**src/rtl/cdb_rr_arbiter.sv**
```systemverilog
// ---------------------------------------------------------------------------
// cdb_rr_arbiter
//
// Purpose:
//   Chooses at most one pending functional-unit result per cycle and
//   registers it onto the common data bus (CDB) broadcast register. The
//   winner also gets a one-cycle grant pulse so it can retire its entry.
//
// Configuration macro:
//   CDB_RR_FAIR_EN  defined   -> round-robin arbitration with a rotating
//                                search pointer
//                   undefined -> fixed priority, lowest eligible index wins
//                                (no pointer register)
//
// Ports:
//   clk        system clock, all state changes on the rising edge
//   rst        synchronous active-high reset, clears pointer and outputs
//   req_valid  per-requester "result ready" flags
//   req_tag    packed ROB tags, requester i at [i*TAG_W +: TAG_W]
//   req_data   packed results, requester i at [i*DATA_W +: DATA_W]
//   flush      mispredict flush, cancels this cycle's arbitration
//   grant      registered one-hot pulse naming the requester on the bus
//   cdb_valid  registered broadcast valid
//   cdb_tag    registered broadcast tag
//   cdb_data   registered broadcast data
//   cdb_src    index of the requester currently driving the bus
// ---------------------------------------------------------------------------
module cdb_rr_arbiter #(
  parameter int N      = 3,
  parameter int TAG_W  = 3,
  parameter int DATA_W = 16
) (
  input  logic                  clk,
  input  logic                  rst,
  input  logic [N-1:0]          req_valid,
  input  logic [N*TAG_W-1:0]    req_tag,
  input  logic [N*DATA_W-1:0]   req_data,
  input  logic                  flush,
  output logic [N-1:0]          grant,
  output logic                  cdb_valid,
  output logic [TAG_W-1:0]      cdb_tag,
  output logic [DATA_W-1:0]     cdb_data,
  output logic [$clog2(N)-1:0]  cdb_src
);

  localparam int SRC_W = $clog2(N);

  // A requester that is on the bus right now is still holding its valid
  // until the end of this cycle, so it must not be picked again.
  logic [N-1:0] eligible;
  assign eligible = req_valid & ~grant;

  logic             win_found;
  logic [SRC_W-1:0] win_idx;

`ifdef CDB_RR_FAIR_EN
  logic [SRC_W-1:0] ptr;
  logic [SRC_W-1:0] ptr_next;

  // Circular search from ptr without a modulo: first take the lowest
  // eligible index overall (covers the wrapped part 0..ptr-1), then let
  // the lowest eligible index at or above ptr override it.
  always_comb begin
    win_found = 1'b0;
    win_idx   = '0;
    for (int i = N - 1; i >= 0; i--) begin
      if (eligible[i]) begin
        win_found = 1'b1;
        win_idx   = SRC_W'(i);
      end
    end
    for (int i = N - 1; i >= 0; i--) begin
      if (eligible[i] && (SRC_W'(i) >= ptr)) begin
        win_idx = SRC_W'(i);
      end
    end
  end

  // Pointer moves just past the winner, wrapping N-1 back to 0.
  assign ptr_next = (win_idx == SRC_W'(N - 1)) ? '0 : win_idx + SRC_W'(1);

  // The pointer only advances on a real broadcast; flushed or idle
  // cycles leave the fairness order untouched.
  always_ff @(posedge clk) begin
    if (rst) begin
      ptr <= '0;
    end else if (!flush && win_found) begin
      ptr <= ptr_next;
    end
  end
`else
  // Fixed priority: lowest eligible index wins.
  always_comb begin
    win_found = 1'b0;
    win_idx   = '0;
    for (int i = N - 1; i >= 0; i--) begin
      if (eligible[i]) begin
        win_found = 1'b1;
        win_idx   = SRC_W'(i);
      end
    end
  end
`endif

  // Select the winner's tag and data and form its one-hot grant vector.
  logic [TAG_W-1:0]  win_tag;
  logic [DATA_W-1:0] win_data;
  logic [N-1:0]      win_onehot;

  always_comb begin
    win_tag    = '0;
    win_data   = '0;
    win_onehot = '0;
    for (int i = 0; i < N; i++) begin
      if (SRC_W'(i) == win_idx) begin
        win_tag       = req_tag[i*TAG_W +: TAG_W];
        win_data      = req_data[i*DATA_W +: DATA_W];
        win_onehot[i] = 1'b1;
      end
    end
  end

  // Broadcast register. Reset beats flush, flush beats any request, and an
  // idle or cancelled cycle drives the whole bus to zero rather than
  // holding the previous broadcast.
  always_ff @(posedge clk) begin
    if (rst || flush || !win_found) begin
      grant     <= '0;
      cdb_valid <= 1'b0;
      cdb_tag   <= '0;
      cdb_data  <= '0;
      cdb_src   <= '0;
    end else begin
      grant     <= win_onehot;
      cdb_valid <= 1'b1;
      cdb_tag   <= win_tag;
      cdb_data  <= win_data;
      cdb_src   <= win_idx;
    end
  end

endmodule
```
**config.mk**
```make
export PLATFORM = sky130hd
export DESIGN_NAME = cdb_rr_arbiter
export DESIGN_NICKNAME = d
export VERILOG_FILES = /design/src/rtl/cdb_rr_arbiter.sv
export SDC_FILE = /design/constraint.sdc
export NUM_CORES = 1
export LEC_CHECK = 0
export BUFFER_PORTS_ARGS = -buffer_cell sky130_fd_sc_hd__buf_2
export CAP_MARGIN = 20
export CORE_MARGIN = 4
export CORE_UTILIZATION = 35
export DETAILED_ROUTE_END_ITERATION = 7
export MAX_ROUTING_LAYER = met4
export PLACE_DENSITY = 0.75
export SLEW_MARGIN = 20
export SYNTH_ARGS = -nofsm -noshare
export SYNTH_HDL_FRONTEND = slang
export SYNTH_SLANG_ARGS = --single-unit
```
**constraint.sdc**
```tcl
create_clock -name clk -period 1.2 [get_ports clk]
set_input_delay 0.06 -clock clk [delete_from_list [all_inputs] [get_ports clk]]
set_output_delay 0.06 -clock clk [all_outputs]
set_load 0.05 [all_outputs]
```
==> run summary <==
Crit path buffers/inverters - 1
RR Startpoint - cdb_src[0]
Hold EP - cdb_data[11]
Final Setup Violations - 19
Core Footprint - 3078 um^2
number of synthesized flops with an enable pin - 0
Seq cells post-synth - 24
crit path launch type - flip-flop
initial antenna violation count - 0
vias in the first global route - 1353
R2R Path End - cdb_data[5]
most numerous cell in the Yosys netlist - dfxtp_1
failing checks - negative setup slack
Synth top cells by count - dfxtp_1, nor4_1, a311oi_1, nand3_1, o21ai_0
main combinational cell family by area after synthesis - simple AND/OR/NAND/NOR gates
Setup crit end kind - flip-flop
reg2reg path depth - 4
post-synthesis adder-cell area fraction - 0
Clk Latency, worst-skew pair - 310 ps
count of different cell masters after synthesis - 16
CTS tree - done
minimum clock period - 1334 ps
Max Cap Viol - 0
Sink Count - 24
Max Slew Vio Count - 0
vias - 1462
Fillers - 290
ys flop type - dfxtp_1
sequential element share of the synthesized area - 0.4206
Place WS - -133.0 ps
I/O pin cnt - 88
Flop pwr share - 0.415
DIE HEIGHT - 65.13 um
Area Overhead vs Synth - 68.78%
utilization after layout - 0.6264
Post-layout nets - 286
Chip Width - 65.13 um
highest clock rate - 749.5 MHz
Num CTS Buffers - 3
synthesized area - 1142 um^2
NetSw - 637.5 uW
DRC viols - 0
hold_sp - req_data[11]
Mean Syn Cell Area - 8.720 um^2
Die ar. - 4242 um^2
Iteration-0 DRC Markers - 85
outcome - complete, but fails checks
IO Port Bufs - 87
Initial Util - 0.3711
hold depth - 3
share of cells above drive strength 1 - 0.5946
R2R setup slack - -130 ps
Critical Path Stages - 4
Critical Path AT - 1570 ps
clock share of power - 0.288
Post-Layout Cell Count - 266
critical-path cell list - nand2b_4, a311o_1, buf_6, a311oi_2
HP Class - input port to flip-flop
Pwr Density - 1054 nW/um^2
WL final - 4112 um
clk root buf - clkbuf_4
total global routing overflow - 0
maximum clock path buffer count - 2
Sw Ratio - 0.3138
PnR Total Power - 2.031 mW
Syn Nets - 194
Peak VDD IR - 0.4421 mV
mux cell area share after synthesis - 0
routed len/inst - 15.46 um
Compound-Gate Fraction of Synth Area - 0.2377
crit-path max FO - 10
combinational power share - 0.297
unrepaired setup endpoints after global routing - yes
Final WS setup - -134.3 ps
dominant cell type by area after synthesis - dfxtp_1
first-pass GRT wire length - 6210 um
Placed Cells - 254
Worst path top cell family by delay - compound AO/OA/AOI/OAI gates
Slew @ Worst Pin - 328.9 ps
Synth area leaders - dfxtp_1, a311oi_1, nor4_1
CTS H-tree lvls - 1
Fin Setup TNS - -2124 ps
Clock Skew - 2.371 ps
Cells after Synth - 131
largest net degree at the start of global routing - 26
clk slew on worst S/H paths - 140 ps
GPL Wtd Cong - 0.7643
n_diodes - 0
DR vias/cell - 5.496
critical path required time - 1430 ps
asr flop ratio synth - 0
first-pass iteration count of the detailed router - 4
relative slew slack - 0.7787
Critical Path Slowest Stage Cell - a311o_1
Final Hold Vio Count - 0
critical path class - flip-flop to flip-flop
xor-xnor portion of the synthesized cell area - 0
Pleak - 0.8294 nW
Synth top area share - 0.4206
Ys Warns - 0
Synth Area in Simple Gates - 0.2453
internal power - 1.394 mW
total global-route track usage - 0.1901
Post-DP HPWL - 2825 um
# rows - 20
fin crit share - 1.112
ANT nets after route - 0
slowest stage delay, CP - 380 ps
==> tightest hold or removal path: stages <==
cell	delay, ps
buf_2	100
o21ai_0	60
a311oi_1	80
==> worst max path at each step <==
stage / start / to / slack, ps
floorplan: grant[2] / cdb_data[10] / -120
global placement: cdb_src[0] / cdb_data[8] / -100
detailed placement: cdb_src[0] / cdb_data[5] / -130
CTS: cdb_src[0] / cdb_data[3] / -130
global route: cdb_src[0] / cdb_data[5] / -190
finish: cdb_src[0] / cdb_data[5] / -130
==> through the flow <==
| step | hold WS, ps | instance area [um^2] |
|---|---|---|
| after floorplan | 127.1 | 1171 |
| after global placement | 291.8 | 1638 |
| after detailed placement | 289.8 | 1638 |
| after CTS | 1.550 | 1823 |
| after global routing | 11.46 | 1928 |
| final | 20.55 | 1928 |
==> layout make-up <==
class                      instances  area (um^2)  share of cell area
clock inverter                     1        30.03             0.01557
timing repair buffer             105        610.6              0.3167
multi-input combinational         88        714.4              0.3705
tap                               44        55.05             0.02855
clock buffer                       3        22.52             0.01168
sequential                        24        491.7              0.2550
inverter                           1        3.754            0.001947
==> state kept, by name, summed over array words and instances, names as in the netlist <==
name	cells
cdb_tag	3
cdb_src	2
cdb_data	16
grant	2
cdb_valid	1
==> power groups by stage <==
stage / clock network (mW) / logic [mW] / registers [mW]
2_1_floorplan: 0 / 0.190 / 1.00
3_3_place_gp: 0 / 0.518 / 0.860
3_5_place_dp: 0 / 0.520 / 0.860
4_1_cts: 0.599 / 0.564 / 0.843
5_1_grt: 0.648 / 0.646 / 0.847
6_report: 0.586 / 0.603 / 0.843
==> layout by cell type, fill, tap and decap left out, types with 4 or more instances in the layout <==
cell type / count
a311oi_2: 16
buf_2: 87
buf_4: 6
buf_6: 4
dfxtp_1: 21
dlygate4sd3_1: 7
nand3_1: 19
nor4_1: 17
o21ai_0: 19
==> layer usage <==
| layer | global-route usage | up-vias | wire [um] |
|---|---|---|---|
| li1 | - | 705 | - |
| met1 | 0.2309 | 680 | 1632 |
| met2 | 0.3155 | 65 | 2068 |
| met3 | 0.03419 | 12 | 297 |
| met4 | 0.07254 | 0 | 114 |
| met5 | - | - | 0 |
==> cells by family after synthesis <==
| logic type | count (synthesis) |
|---|---|
| DFF | 24 |
| buffers and inverters | 20 |
| and+or+nand+nor | 48 |
| AOI/OAI and AO/OA | 39 |
==> timing repair <==
item                                    CTS  global route
endpoints found under the hold margin     8             1
gates cloned                              1             0
buffers inserted                          0             0
resized for setup                        12            17
hold buffers                              6             1
pin swaps                                 2             2
endpoints found under the setup margin   21            21
Note: power is estimated with default switching activity, not from simulation.
